### config.mk
export PLATFORM = sky130hd
export DESIGN_NAME = output_layer_sequencer
export DESIGN_NICKNAME = d
export VERILOG_FILES = /design/src/rtl/output_layer_sequencer.sv
export SDC_FILE = /design/constraint.sdc
export NUM_CORES = 1
export LEC_CHECK = 0
export BUFFER_PORTS_ARGS = -buffer_cell sky130_fd_sc_hd__buf_4
export CAP_MARGIN = 20
export CORE_MARGIN = 2
export CORE_UTILIZATION = 45
export CTS_CLUSTER_SIZE = 12
export DETAILED_ROUTE_END_ITERATION = 16
export GPL_ROUTABILITY_DRIVEN = 0
export PLACE_DENSITY_LB_ADDON = 0.15
export SKIP_LAST_GASP = 1
export SLEW_MARGIN = 10
export SYNTH_ARGS = -nofsm -noshare
export SYNTH_HDL_FRONTEND = slang
export SYNTH_SLANG_ARGS = --single-unit
### constraint.sdc
create_clock -name clk -period 4.6 [get_ports clk]
set_input_delay 0.23 -clock clk [delete_from_list [all_inputs] [get_ports clk]]
set_output_delay 0.23 -clock clk [all_outputs]
set_load 0.005 [all_outputs]
### src/rtl/output_layer_sequencer.sv
// Final-stage sequencer: buffers hidden activations, steps the neuron engine once per class, tracks the float argmax.
// Optional SCORE_RELU_EN: clamp negative class scores to +0 before ranking and reporting.
module output_layer_sequencer #(
    parameter int NUM_HIDDEN  = 5,
    parameter int NUM_CLASSES = 10,
    parameter int ADDR_W      = 15
) (
    input  logic              clk,
    input  logic              reset,
    input  logic              start,
    input  logic              hid_we,
    input  logic [2:0]        hid_waddr,
    input  logic [31:0]       hid_wdata,
    input  logic [2:0]        neuron_idx,
    output logic [31:0]       neuron_pxl,
    output logic              neuron_start,
    input  logic              neuron_done,
    input  logic [31:0]       neuron_out,
    output logic [3:0]        class_id,
    output logic [ADDR_W-1:0] weight_base,
    output logic [31:0]       best_score,
    output logic              busy,
    output logic              done
);

    typedef enum logic [1:0] {
        IDLE    = 2'd0,
        RUN     = 2'd1,
        RELEASE = 2'd2,
        FINISH  = 2'd3
    } state_t;

    localparam logic [3:0]        NH_L       = 4'(NUM_HIDDEN);
    localparam logic [3:0]        LAST_CLASS = 4'(NUM_CLASSES - 1);
    localparam logic [ADDR_W-1:0] BASE_STEP  = ADDR_W'(NUM_HIDDEN + 1);

    state_t      state;
    logic [31:0] hid_buf [NUM_HIDDEN];
    logic [3:0]  best_class;
    logic        best_valid;
    logic [31:0] score_in;
    logic        score_better;
    logic        wr_ok;
    logic        rd_ok;

    // Maps IEEE-754 bit patterns onto an unsigned ordering: negatives are
    // inverted so larger magnitude sorts lower, positives get the top bit set.
    function automatic logic [31:0] score_key(input logic [31:0] s);
        return s[31] ? ~s : {1'b1, s[30:0]};
    endfunction

`ifdef SCORE_RELU_EN
    assign score_in = neuron_out[31] ? 32'h0 : neuron_out;
`else
    assign score_in = neuron_out;
`endif

    assign score_better = !best_valid || (score_key(score_in) > score_key(best_score));

    assign neuron_start = (state == RUN);
    assign busy         = (state != IDLE);
    assign done         = (state == FINISH);

    assign wr_ok = hid_we && !busy && ({1'b0, hid_waddr} < NH_L);
    assign rd_ok = ({1'b0, neuron_idx} < NH_L);

    always_ff @(posedge clk) begin
        if (reset) begin
            for (int i = 0; i < NUM_HIDDEN; i++) begin
                hid_buf[i] <= '0;
            end
        end else if (wr_ok) begin
            hid_buf[hid_waddr] <= hid_wdata;
        end
    end

    // Read sees the pre-write contents when the same index is written this cycle.
    always_ff @(posedge clk) begin
        if (reset) begin
            neuron_pxl <= '0;
        end else if (rd_ok) begin
            neuron_pxl <= hid_buf[neuron_idx];
        end else begin
            neuron_pxl <= '0;
        end
    end

    always_ff @(posedge clk) begin
        if (reset) begin
            state       <= IDLE;
            class_id    <= '0;
            weight_base <= '0;
            best_score  <= '0;
            best_class  <= '0;
            best_valid  <= 1'b0;
        end else begin
            case (state)
                IDLE: begin
                    if (start) begin
                        class_id    <= '0;
                        weight_base <= '0;
                        best_score  <= '0;
                        best_class  <= '0;
                        best_valid  <= 1'b0;
                        state       <= RUN;
                    end
                end
                RUN: begin
                    if (neuron_done) begin
                        if (score_better) begin
                            best_score <= score_in;
                            best_class <= class_id;
                            best_valid <= 1'b1;
                        end
                        state <= RELEASE;
                    end
                end
                RELEASE: begin
                    // Engine must drop its done before the next class may start.
                    if (!neuron_done) begin
                        if (class_id == LAST_CLASS) begin
                            class_id <= best_class;
                            state    <= FINISH;
                        end else begin
                            class_id    <= class_id + 4'd1;
                            weight_base <= weight_base + BASE_STEP;
                            state       <= RUN;
                        end
                    end
                end
                FINISH: begin
                    if (!start) begin
                        state <= IDLE;
                    end
                end
                default: state <= IDLE;
            endcase
        end
    end

endmodule
==> out/summary.json, run 1 <==
{
  "route.final.wire_length": {"value": 29.0, "unit": "mm"},
  "postSynth.asyncResetShare": {"value": 0},
  "std_cell_rows": {"value": 59},
  "grt_remaining_overflow": {"value": 0},
  "sequential_share_of_the_synthesized_area": {"value": 0.559},
  "cts-root-to-sink-buffers": {"value": 3},
  "grt_usage": {"value": 0.208},
  "timing_hold_violations_final": {"value": 0},
  "critPathArrivalTime": {"value": 3990, "unit": "ps"},
  "rsz0062_at_grt": {"value": "no"},
  "antenna_found_initial": {"value": 1},
  "grt_first_pass_wirelength": {"value": 45.6, "unit": "mm"},
  "post-synth-top-area-fraction": {"value": 0.408},
  "min_period": {"value": 3540, "unit": "ps"},
  "syn_inst": {"value": 958},
  "worst_setup_hold_path_clk_slew": {"value": 60, "unit": "ps"},
  "maxSlewViolCount": {"value": 0},
  "max-slew-margin-rel": {"value": 0.320},
  "postSynthNetCount": {"value": 1068},
  "starting_density_of_the_core": {"value": 0.454},
  "crit_required": {"value": 5050, "unit": "ps"},
  "antenna_left": {"value": 0},
  "post_synth_instance_area": {"value": 0.0118, "unit": "mm^2"},
  "power_per_cell_area": {"value": 357, "unit": "mW/mm^2"},
  "floorplan.die_area": {"value": 0.0275, "unit": "mm^2"},
  "synth-warning-count": {"value": 0},
  "clkLatencyLatePin": {"value": 560, "unit": "ps"},
  "grt_max_degree": {"value": 60},
  "yosysUniqueCellTypes": {"value": 60},
  "report.final.setup_viol": {"value": 0},
  "cts.htree.levels": {"value": 1},
  "share_of_cells_above_drive_strength_1": {"value": 0.230},
  "post_synth_most_frequent_cells": {"value": "sky130_fd_sc_hd__edfxtp_1 (160), sky130_fd_sc_hd__and2_1 (129), sky130_fd_sc_hd__dfxtp_1 (89)"},
  "timing.setup.tns": {"value": 0, "unit": "ps"},
  "via_total_after_detailed_routing": {"value": 8216},
  "end_kind": {"value": "flip-flop"},
  "finalPower": {"value": 5.28, "unit": "mW"},
  "critical_path_class": {"value": "reg2reg"},
  "cts_setup_buffers": {"value": 0},
  "run_status": {"value": "finished, final reports clean"},
  "synth.largest_area_cell": {"value": "sky130_fd_sc_hd__edfxtp_1"},
  "clock_sinks": {"value": 249},
  "hold_ws": {"value": 17.2, "unit": "ps"},
  "min_period_over_period": {"value": 0.769},
  "ys_dominant_reg_cell": {"value": "sky130_fd_sc_hd__edfxtp_1"},
  "crit_path_max_fanout": {"value": 27},
  "worst-slew-pin-transition": {"value": 1010, "unit": "ps"},
  "worst_clock_skew": {"value": 13.4, "unit": "ps"},
  "cts_root_buffer": {"value": "sky130_fd_sc_hd__clkbuf_16"},
  "leak": {"value": 5.76, "unit": "nW"},
  "drt_first_pass_iters": {"value": 5},
  "post-route-drc-count": {"value": 0},
  "hpwlAfterDp": {"value": 17.0, "unit": "mm"},
  "die_width": {"value": 166, "unit": "um"},
  "synth_enable_flop_cells": {"value": 160},
  "timing.max_cap.violations": {"value": 0},
  "irDropWorstVdd": {"value": 0.311, "unit": "mV"},
  "drt_first_iter_violations": {"value": 698},
  "area_delta_synth_final": {"value": 25.6, "unit": "%"},
  "total_cts_buffers": {"value": 27},
  "max_freq": {"value": 0.283, "unit": "GHz"},
  "timing.hold.worst.class": {"value": "in2reg"},
  "synth-seq-cells": {"value": 249},
  "critical_path_launch_point_type": {"value": "flip-flop"},
  "synth_area_per_cell": {"value": 12.3, "unit": "um^2"},
  "dieHeight": {"value": 166, "unit": "um"},
  "yosys.cell_count.top_type": {"value": "sky130_fd_sc_hd__edfxtp_1"},
  "fin_nets": {"value": 1266},
  "io_buffer_count": {"value": 159},
  "core_area": {"value": 0.0259, "unit": "mm^2"},
  "routed_wire_length_per_instance": {"value": 19.2, "unit": "um"},
  "top_level_ports": {"value": 161},
  "viasPerCell": {"value": 5.43},
  "post_synth_main_area_contributors": {"value": "sky130_fd_sc_hd__edfxtp_1 (41%), sky130_fd_sc_hd__dfxtp_1 (15%), sky130_fd_sc_hd__and2_1 (6.9%), sky130_fd_sc_hd__mux4_2 (6.1%), sky130_fd_sc_hd__ha_1 (3.7%)"},
  "grt_pass1_vias": {"value": 8257},
  "cts_tree": {"value": "built"}
}
==> per-layer routing <==
metal | track usage | routed length (um) | up-vias
met2 | 0.351 | 13800 | 273
met3 | 0.0338 | 1830 | 57
met5 | 0 | 0 | -
met4 | 0.0594 | 792 | 0
li1 | - | - | 3903
met1 | 0.280 | 12600 | 3983
==> cell type report <==
cell class                 instances  area (um^2)
sequential                       249         6590
clock inverter                     8          133
multi-input combinational        623         4780
clock buffer                      42          762
fill                            2169        11100
inverter                          14         52.6
timing repair buffer             241         2050
antenna                            1         2.50
tap                              335          419
==> repair_timing <==
| action | in CTS | in global routing |
|---|---|---|
| hold endpoints to repair | 171 | 0 |
| hold buffers | 63 | 0 |
| gates resized for setup | 0 | 0 |
| endpoints found under the setup margin | 0 | 0 |
==> cells by family after synthesis <==
logic type,share of synthesized area
AND/OR/NAND/NOR,0.165
AO/OA/AOI/OAI,0.0867
other,0.000318
buffers and inverters,0.0367
multiplexers,0.0638
adder cells (fa/ha/maj),0.0372
XOR/XNOR,0.0513
flip-flops,0.559
==> worst max-delay path, stage by stage, from the launching register on <==
cell and delay [ps]:
sky130_fd_sc_hd__dfxtp_2 830, sky130_fd_sc_hd__buf_4 310, sky130_fd_sc_hd__xnor2_1 140, sky130_fd_sc_hd__ha_1 260
sky130_fd_sc_hd__nor2b_1 130, sky130_fd_sc_hd__o211ai_1 140, sky130_fd_sc_hd__a21boi_0 200, sky130_fd_sc_hd__o31ai_4 840
sky130_fd_sc_hd__buf_4 370, sky130_fd_sc_hd__nand4b_1 140, sky130_fd_sc_hd__o41ai_2 90
==> worst paths after layout <==
| check | from | to | slack, ps | cells after the start |
|---|---|---|---|---|
| worst max-delay path | best_score[31] | best_class[1] | 1060 | 10 |
| worst min-delay path | neuron_out[1] | best_score[1] | 20 | 3 |
| worst max register to register | best_score[31] | best_class[1] | 1060 | 10 |
| worst min register to register | best_class[3] | best_class[3] | 470 | 2 |
==> power by group <==
group	total, mW	internal (mW)	switching (mW)	leakage (nW)
clock	2.20	1.31	0.889	0.434
combinational	0.583	0.274	0.309	2.93
sequential	2.50	2.46	0.0366	2.39
total	5.28	4.04	1.23	5.76
==> placed cells by master (no fill, tap or decap), types with 7 or more instances in the layout <==
cell type	instances
sky130_fd_sc_hd__buf_4	172
sky130_fd_sc_hd__edfxtp_1	160
sky130_fd_sc_hd__and2_1	129
sky130_fd_sc_hd__dfxtp_1	88
sky130_fd_sc_hd__dlygate4sd3_1	63
sky130_fd_sc_hd__nor2_1	56
sky130_fd_sc_hd__a21oi_1	44
sky130_fd_sc_hd__xnor2_1	38
sky130_fd_sc_hd__ha_1	35
sky130_fd_sc_hd__and3_1	34
sky130_fd_sc_hd__mux4_2	32
sky130_fd_sc_hd__a22oi_1	32
sky130_fd_sc_hd__xor2_1	31
sky130_fd_sc_hd__clkbuf_16	27
sky130_fd_sc_hd__nand3_1	26
sky130_fd_sc_hd__o211ai_1	22
sky130_fd_sc_hd__nand4b_1	16
sky130_fd_sc_hd__nand2_1	15
sky130_fd_sc_hd__o21ai_0	14
sky130_fd_sc_hd__nand3b_1	14
sky130_fd_sc_hd__inv_1	13
sky130_fd_sc_hd__clkbuf_1	12
sky130_fd_sc_hd__nor3_1	11
sky130_fd_sc_hd__nand4_1	8
sky130_fd_sc_hd__o21ai_2	7
==> stage by stage <==
| step | cells | utilization | setup WS [ps] | cell area (um^2) |
|---|---|---|---|---|
| 2_1_floorplan | 958 | - | 1600 | 11800 |
| 3_3_place_gp | 1398 | 0.511 | 1120 | 13200 |
| 3_5_place_dp | 1399 | 0.512 | 1060 | 13300 |
| 4_1_cts | 1512 | 0.571 | 1040 | 14800 |
| 5_1_grt | 1513 | 0.571 | 689 | 14800 |
| 6_report | 1513 | 0.571 | 1060 | 14800 |
==> flip-flops by register name (all words and copies together) (netlist names) <==
| name | flops |
|---|---|
| hid_buf | 160 |
| best_score | 32 |
| neuron_pxl | 32 |
| weight_base | 14 |
| best_class | 4 |
| class_id | 4 |
| state | 2 |
| best_valid | 1 |
Note: power is estimated with default switching activity, not from simulation.
==> inputs of run 2 (changes only) <==
Clock period 4.6 ns to 2.85 ns, I/O delays scaled along.
==> run 2 against run 1 <==
Non-clock buffer count rose by 44. Die area did not move. Cell count rose by 2.9%. Routed wire length rose by 1.8%. First-iteration DRC count fell by 17%. Clock power rose by 44%. Sequential power rose by 61%. Global-route usage fell by 0.071 points.
==> out/summary.json, run 2 (synthesized netlist as in run 1, its figures left out) <==
{
  "antenna_found_initial": {"value": 1, "change": "unchanged"},
  "leak": {"value": 5.97, "unit": "nW", "change": "+3.7%"},
  "hpwlAfterDp": {"value": 17.6, "unit": "mm", "change": "+3.7%"},
  "drt_first_pass_iters": {"value": 4, "change": "-1"},
  "hold_ws": {"value": 140, "unit": "ps", "change": "+123 ps"},
  "grt_first_pass_wirelength": {"value": 45.9, "unit": "mm", "change": "+0.58%"},
  "routed_wire_length_per_instance": {"value": 19.0, "unit": "um", "change": "-1.1%"},
  "holdCritStartpoint": {"value": "hid_waddr[2]"},
  "die_width": {"value": 166, "unit": "um", "change": "unchanged"},
  "critPathArrivalTime": {"value": 3210, "unit": "ps", "change": "-780 ps"},
  "p_sw": {"value": 1.97, "unit": "mW", "change": "+60%"},
  "worst_clock_skew": {"value": 13.5, "unit": "ps", "change": "+0.0451 ps"},
  "finalPower": {"value": 8.20, "unit": "mW", "change": "+55%"},
  "most-common-layout-cells": {"value": "sky130_fd_sc_hd__buf_4 (204), sky130_fd_sc_hd__edfxtp_1 (160), sky130_fd_sc_hd__and2_1 (129)"},
  "end_kind": {"value": "flip-flop"},
  "maxSlewViolCount": {"value": 0, "change": "unchanged"},
  "critical_path_launch_point_type": {"value": "flip-flop"},
  "cts-root-to-sink-buffers": {"value": 3, "change": "unchanged"},
  "largest_reg_flops": {"value": 160, "change": "unchanged"},
  "irDropWorstVdd": {"value": 0.382, "unit": "mV", "change": "+23%"},
  "clkLatencyLatePin": {"value": 540, "unit": "ps", "change": "-20 ps"},
  "global_route.usage.met1": {"value": 0.279, "change": "-0.00122"},
  "dieHeight": {"value": 166, "unit": "um", "change": "unchanged"},
  "power_per_cell_area": {"value": 540, "unit": "mW/mm^2", "change": "+51%"},
  "report.final.setup_viol": {"value": 0, "change": "unchanged"},
  "rsz0062_at_grt": {"value": "yes"},
  "internal": {"value": 6.23, "unit": "mW", "change": "+54%"},
  "grt-busiest-layer": {"value": "met2"},
  "drt_first_iter_violations": {"value": 582, "change": "-17%"},
  "sw_share": {"value": 0.240, "change": "+0.00622"},
  "cts_root_buffer": {"value": "sky130_fd_sc_hd__clkbuf_16"},
  "grt_pass1_vias": {"value": 8424, "change": "+2.0%"},
  "grt_max_degree": {"value": 52, "change": "-13%"},
  "core_area": {"value": 0.0259, "unit": "mm^2", "change": "unchanged"},
  "max-slew-margin-rel": {"value": 0.509, "change": "+0.189"},
  "final_common_cell": {"value": "sky130_fd_sc_hd__buf_4"},
  "post-route-drc-count": {"value": 0, "change": "unchanged"},
  "critical_path_class": {"value": "reg2reg"},
  "global_route.usage.met3": {"value": 0.0324, "change": "-0.00143"},
  "top_level_ports": {"value": 161, "change": "unchanged"},
  "total_cts_buffers": {"value": 27, "change": "unchanged"},
  "timing.max_cap.violations": {"value": 0, "change": "unchanged"},
  "reg2reg_from": {"value": "best_score[31]"},
  "r2r-end": {"value": "best_score[20]"},
  "cts_tree": {"value": "built"},
  "max_freq": {"value": 0.357, "unit": "GHz", "change": "+26%"},
  "min_period_over_period": {"value": 0.984, "change": "+0.214"},
  "std_cell_rows": {"value": 59, "change": "unchanged"},
  "share_of_cells_above_drive_strength_1": {"value": 0.264, "change": "+0.0335"},
  "run_status": {"value": "finished, final reports clean"},
  "timing_hold_violations_final": {"value": 0, "change": "unchanged"},
  "starting_density_of_the_core": {"value": 0.454, "change": "unchanged"},
  "registers_with_the_most_flip_flops": {"value": "hid_buf: 160 flops, best_score: 32 flops, neuron_pxl: 32 flops"},
  "min_to": {"value": "hid_buf[0][22]"},
  "timing.setup.tns": {"value": 0, "unit": "ps", "change": "unchanged"},
  "antenna_left": {"value": 0, "change": "unchanged"},
  "fin_nets": {"value": 1310, "change": "+3.5%"},
  "timing.hold.worst.class": {"value": "in2reg"},
  "globalRouteMet2Util": {"value": 0.357, "change": "+0.00595"},
  "worst_setup_hold_path_clk_slew": {"value": 60, "unit": "ps", "change": "about the same"},
  "crit_required": {"value": 3260, "unit": "ps", "change": "-1790 ps"},
  "clock_sinks": {"value": 249, "change": "unchanged"},
  "io_buffer_count": {"value": 159, "change": "unchanged"},
  "crit_path_max_fanout": {"value": 7, "change": "-74%"},
  "power.share.combinational": {"value": 0.124, "change": "+0.014"},
  "floorplan.die_area": {"value": 0.0275, "unit": "mm^2", "change": "unchanged"},
  "worst-slew-pin-transition": {"value": 736, "unit": "ps", "change": "-277 ps"},
  "clkPwrFrac": {"value": 0.386, "change": "-0.031"},
  "cts.htree.levels": {"value": 1, "change": "unchanged"},
  "grt_remaining_overflow": {"value": 0, "change": "unchanged"},
  "area_delta_synth_final": {"value": 29.0, "unit": "%"},
  "grt_usage": {"value": 0.208, "change": "-0.000714"},
  "route.final.wire_length": {"value": 29.5, "unit": "mm", "change": "+1.8%"},
  "viasPerCell": {"value": 5.33, "change": "-1.9%"},
  "final.fill_count": {"value": 2148, "change": "-0.97%"},
  "worstRegToRegCells": {"value": 12, "change": "+2"},
  "via_total_after_detailed_routing": {"value": 8292, "change": "+0.93%"},
  "top_register": {"value": "hid_buf"},
  "min_period": {"value": 2800, "unit": "ps", "change": "-735 ps"},
  "hold-path-cell-count": {"value": 3, "change": "unchanged"},
  "r2r_setup_slack": {"value": 50, "unit": "ps", "change": "-1020 ps"},
  "p_seq_frac": {"value": 0.490, "change": "+0.017"}
}
## run 2: cell count changes in the layout (fill, tap and decap cells not counted), moves of 3 or more
| cell | previous run | this run |
|---|---|---|
| sky130_fd_sc_hd__clkinv_2 | 2 | 7 |
| sky130_fd_sc_hd__buf_12 | 5 | 11 |
| sky130_fd_sc_hd__nand3_1 | 26 | 23 |
| sky130_fd_sc_hd__buf_4 | 172 | 204 |
| sky130_fd_sc_hd__bufinv_16 | 3 | 0 |
| sky130_fd_sc_hd__nand3_2 | 0 | 3 |
## run 2: final cells by class
type | count | area [um^2] | share of cell area
Sequential cell | 249 | 6590 | 0.434
Multi-Input combinational cell | 623 | 4850 | 0.319
Timing Repair Buffer | 285 | 2490 | 0.164
Clock buffer | 40 | 734 | 0.0483
Tap cell | 335 | 419 | 0.0276
Clock inverter | 10 | 55.1 | 0.00362
Inverter | 14 | 52.6 | 0.00346
Antenna cell | 1 | 2.50 | 0.000165
## run 2: worst max-delay path by stage
stage	startpoint	end	slack [ps]	cells past startpoint
final	best_score[31]	best_score[20]	50	12
after global routing	best_score[31]	best_score[21]	-70	12
after CTS	best_score[31]	best_score[31]	20	10
after detailed placement	best_score[31]	best_score[31]	30	10
after global placement	best_score[31]	best_score[31]	80	10
after floorplan	best_score[31]	best_score[31]	8	11
## run 2: per-stage QoR
| step | instance area (um^2) | setup slack, ps | utilization | std cells |
|---|---|---|---|---|
| 2_1_floorplan | 11800 | 8.07 | - | 958 |
| 3_3_place_gp | 13500 | 76.2 | 0.521 | 1425 |
| 3_5_place_dp | 13500 | 32.1 | 0.521 | 1425 |
| 4_1_cts | 14900 | 21.8 | 0.576 | 1540 |
| 5_1_grt | 15200 | -65.1 | 0.586 | 1557 |
| 6_report | 15200 | 47.0 | 0.586 | 1557 |
## run 2: metal layers
layer	wire, um	vias up	share of wire
met1	13100	4007	0.44
met3	1560	51	0.053
met5	0	-	0
met2	14300	226	0.49
met4	573	0	0.019
li1	-	4008	-
## run 2: repair_timing
action,CTS,global route
gates resized for setup,0,19
buffers inserted,0,13
setup endpoints to repair,0,36
endpoints found under the hold margin,194,0
hold buffers,65,0
## run 2: worst max-delay path, stage by stage (launching register included)
cell	delay, ps
sky130_fd_sc_hd__dfxtp_4	370
sky130_fd_sc_hd__buf_12	150
sky130_fd_sc_hd__buf_8	130
sky130_fd_sc_hd__xnor2_1	120
sky130_fd_sc_hd__ha_1	300
sky130_fd_sc_hd__nand4_1	140
sky130_fd_sc_hd__or4_4	520
sky130_fd_sc_hd__a211oi_4	260
sky130_fd_sc_hd__buf_4	160
sky130_fd_sc_hd__o31ai_4	140
sky130_fd_sc_hd__clkbuf_16	220
sky130_fd_sc_hd__nand4b_1	90
sky130_fd_sc_hd__o21ai_0	80
## run 2: power groups by stage
| stage | Combinational [mW] | Sequential, mW | Clock, mW |
|---|---|---|---|
| finish | 1.02 | 4.02 | 3.17 |
| global route | 1.11 | 4.03 | 3.38 |
| CTS | 0.985 | 4.02 | 3.24 |
| detailed placement | 0.906 | 4.10 | 0 |
| global placement | 0.900 | 4.09 | 0 |
| floorplan | 0.528 | 4.08 | 0 |
==> inputs of run 3 (changes only) <==
Settings changed: CORE_UTILIZATION 45 to 25.
==> run 3 against run 2 <==
Cell count up 17%. Global-route usage down 6.6 points. Via count up 0.37%. Sequential power about the same. Sequential share of layout area down 0.88 points. Register-to-register slack better by 80 ps. First-iteration DRC count down 15%. Utilization down 25 points. Routed wire length up 19%. Clock-buffer cell count down 2. Clock power up 14%. Worst setup slack better by 75 ps.
==> out/summary.json, run 3 (synthesized netlist as in run 1, its figures left out) <==
{
  "registers_with_the_most_flip_flops": {"value": "hid_buf: 160 flops, best_score: 32 flops, neuron_pxl: 32 flops"},
  "antenna_found_initial": {"value": 2, "change": "+1"},
  "worstRegToRegCells": {"value": 11, "change": "-1"},
  "clkLatencyLatePin": {"value": 580, "unit": "ps", "change": "+40 ps"},
  "total_cts_buffers": {"value": 31, "change": "+15%"},
  "dieHeight": {"value": 221, "unit": "um", "change": "+33%"},
  "largest_reg_flops": {"value": 160, "change": "unchanged"},
  "cts-root-to-sink-buffers": {"value": 3, "change": "unchanged"},
  "report.final.setup_viol": {"value": 0, "change": "unchanged"},
  "grt_usage": {"value": 0.142, "change": "-0.0659"},
  "min_period_over_period": {"value": 0.957, "change": "-0.0264"},
  "grt_first_pass_wirelength": {"value": 54.1, "unit": "mm", "change": "+18%"},
  "timing.max_cap.violations": {"value": 0, "change": "unchanged"},
  "worst-slew-pin-transition": {"value": 720, "unit": "ps", "change": "-16.8 ps"},
  "die_width": {"value": 221, "unit": "um", "change": "+33%"},
  "starting_density_of_the_core": {"value": 0.253, "change": "-0.202"},
  "top_register": {"value": "hid_buf"},
  "final_common_cell": {"value": "sky130_fd_sc_hd__buf_4"},
  "holdCritStartpoint": {"value": "neuron_out[31]"},
  "dp_cells": {"value": 1697, "change": "+19%"},
  "antenna-diode-count": {"value": 0, "change": "-1"},
  "r2r_setup_slack": {"value": 120, "unit": "ps", "change": "+80 ps"},
  "timing.hold.worst.class": {"value": "in2reg"},
  "max_freq": {"value": 0.367, "unit": "GHz", "change": "+2.8%"},
  "grt_remaining_overflow": {"value": 0, "change": "unchanged"},
  "r2r-end": {"value": "best_score[31]"},
  "power_per_cell_area": {"value": 558, "unit": "mW/mm^2", "change": "+3.4%"},
  "std_cell_rows": {"value": 79, "change": "+34%"},
  "reg2reg_from": {"value": "best_score[31]"},
  "irDropWorstVdd": {"value": 0.597, "unit": "mV", "change": "+57%"},
  "finish.cell_count_without_fillers": {"value": 1823, "change": "+17%"},
  "final_cell_area": {"value": 0.0155, "unit": "mm^2", "change": "+2.0%"},
  "critical_path_class": {"value": "reg2reg"},
  "cts_root_buffer": {"value": "sky130_fd_sc_hd__clkbuf_16"},
  "placed_cell_area": {"value": 0.0139, "unit": "mm^2", "change": "+2.8%"},
  "clock_sinks": {"value": 249, "change": "unchanged"},
  "top_level_ports": {"value": 161, "change": "unchanged"},
  "routed_wire_length_per_instance": {"value": 19.2, "unit": "um", "change": "+1.4%"},
  "run_status": {"value": "finished, final reports clean"},
  "antenna_left": {"value": 0, "change": "unchanged"},
  "end_kind": {"value": "flip-flop"},
  "area_delta_synth_final": {"value": 31.6, "unit": "%"},
  "fin_nets": {"value": 1301, "change": "-0.69%"},
  "post-route-drc-count": {"value": 0, "change": "unchanged"},
  "grt_max_degree": {"value": 63, "change": "+21%"},
  "maxSlewViolCount": {"value": 0, "change": "unchanged"},
  "max-slew-margin-rel": {"value": 0.520, "change": "+0.0107"},
  "hpwlAfterDp": {"value": 21.1, "unit": "mm", "change": "+20%"},
  "route.final.wire_length": {"value": 35.1, "unit": "mm", "change": "+19%"},
  "via_total_after_detailed_routing": {"value": 8323, "change": "+0.37%"},
  "worst_clock_skew": {"value": 20.4, "unit": "ps", "change": "+6.91 ps"},
  "cts.htree.levels": {"value": 1, "change": "unchanged"},
  "drt_first_pass_iters": {"value": 4, "change": "unchanged"},
  "io_buffer_count": {"value": 159, "change": "unchanged"},
  "critPathArrivalTime": {"value": 3160, "unit": "ps", "change": "-50 ps"},
  "hold-path-cell-count": {"value": 3, "change": "unchanged"},
  "min_to": {"value": "best_score[31]"},
  "worst_setup_hold_path_clk_slew": {"value": 60, "unit": "ps", "change": "about the same"},
  "timing_hold_violations_final": {"value": 0, "change": "unchanged"},
  "crit_path_max_fanout": {"value": 36, "change": "+29"},
  "most-common-layout-cells": {"value": "sky130_fd_sc_hd__buf_4 (193), sky130_fd_sc_hd__edfxtp_1 (160), sky130_fd_sc_hd__and2_1 (129)"},
  "drt_first_iter_violations": {"value": 496, "change": "-15%"},
  "viasPerCell": {"value": 4.57, "change": "-14%"},
  "core_area": {"value": 0.0466, "unit": "mm^2", "change": "+80%"},
  "crit_required": {"value": 3280, "unit": "ps", "change": "+20 ps"},
  "min_period": {"value": 2730, "unit": "ps", "change": "-75.2 ps"},
  "floorplan.die_area": {"value": 0.0489, "unit": "mm^2", "change": "+78%"},
  "rsz0062_at_grt": {"value": "yes"},
  "leak": {"value": 5.94, "unit": "nW", "change": "-0.44%"},
  "critical_path_launch_point_type": {"value": "flip-flop"},
  "share_of_cells_above_drive_strength_1": {"value": 0.253, "change": "-0.0104"},
  "cts_tree": {"value": "built"},
  "grt_pass1_vias": {"value": 8632, "change": "+2.5%"}
}
[run 3: changes by cell type in the layout (fill, tap and decap cells not counted), sizes merged]
cell,delta
dlygate4sd3,+1
clkinv,+8
buf,-12
clkbuf,-4
diode,-1
clkinvlp,+2
[run 3: how the worst max path moves through the flow]
stage                         from              to  cells past startpoint
global route        best_score[31]  best_score[21]                     11
detailed placement  neuron_out[31]  best_score[31]                     10
global placement    neuron_out[31]  best_score[15]                     11
floorplan           best_score[31]  best_score[31]                     11
CTS                 best_score[31]   best_class[1]                     10
finish              best_score[31]  best_score[31]                     11
[run 3: layout make-up]
type                    count  area, um^2
clock inverters            20         115
repair buffers            272        2370
inverters                  14        52.6
well taps                 607         759
fillers                  4688       31100
multi-input cells         623        4810
flip-flops and latches    249        6590
clock buffers              38         802
[run 3: layer usage]
layer  wire (um)  global-route usage  vias to the layer above
li1            -                   -                     3984
met1       16800               0.200                     4140
met2       16300               0.229                      155
met3        1400              0.0244                       40
met4         493              0.0281                        4
met5          27                   0                        -
[run 3: per-stage QoR]
step           power (mW)   util  hold slack [ps]  setup WS [ps]  setup TNS, ps
2_1_floorplan        4.61      -              294           8.07              0
3_3_place_gp         5.06  0.298              444            151              0
3_5_place_dp         5.07  0.298              448            110              0
4_1_cts              8.81  0.332             19.5           96.3              0
5_1_grt              9.05  0.333             50.4        -0.0726        -0.0726
6_report             8.66  0.333             40.3            122              0
[run 3: what timing repair did]
action | in CTS | in global routing
hold endpoints to repair | 195 | 0
endpoints found under the setup margin | 0 | 23
hold buffers | 66 | 0
buffers inserted | 0 | 2
gates resized for setup | 0 | 5
[run 3: worst max-delay path, cell delays in order (launching register included)]
cell and delay (ps):
sky130_fd_sc_hd__dfxtp_2 340, sky130_fd_sc_hd__buf_12 150, sky130_fd_sc_hd__xnor2_1 120, sky130_fd_sc_hd__ha_1 350
sky130_fd_sc_hd__nand4_4 140, sky130_fd_sc_hd__or4_4 580, sky130_fd_sc_hd__a211oi_4 270, sky130_fd_sc_hd__buf_4 160
sky130_fd_sc_hd__o31ai_4 70, sky130_fd_sc_hd__buf_12 200, sky130_fd_sc_hd__nand4b_1 130, sky130_fd_sc_hd__o41ai_2 70
[run 3: where the power goes]
part | total (mW) | internal, mW | switching, mW
clock network | 3.60 | 2.00 | 1.60
registers | 4.02 | 3.97 | 0.0492
logic | 1.04 | 0.483 | 0.554
total | 8.66 | 6.45 | 2.21
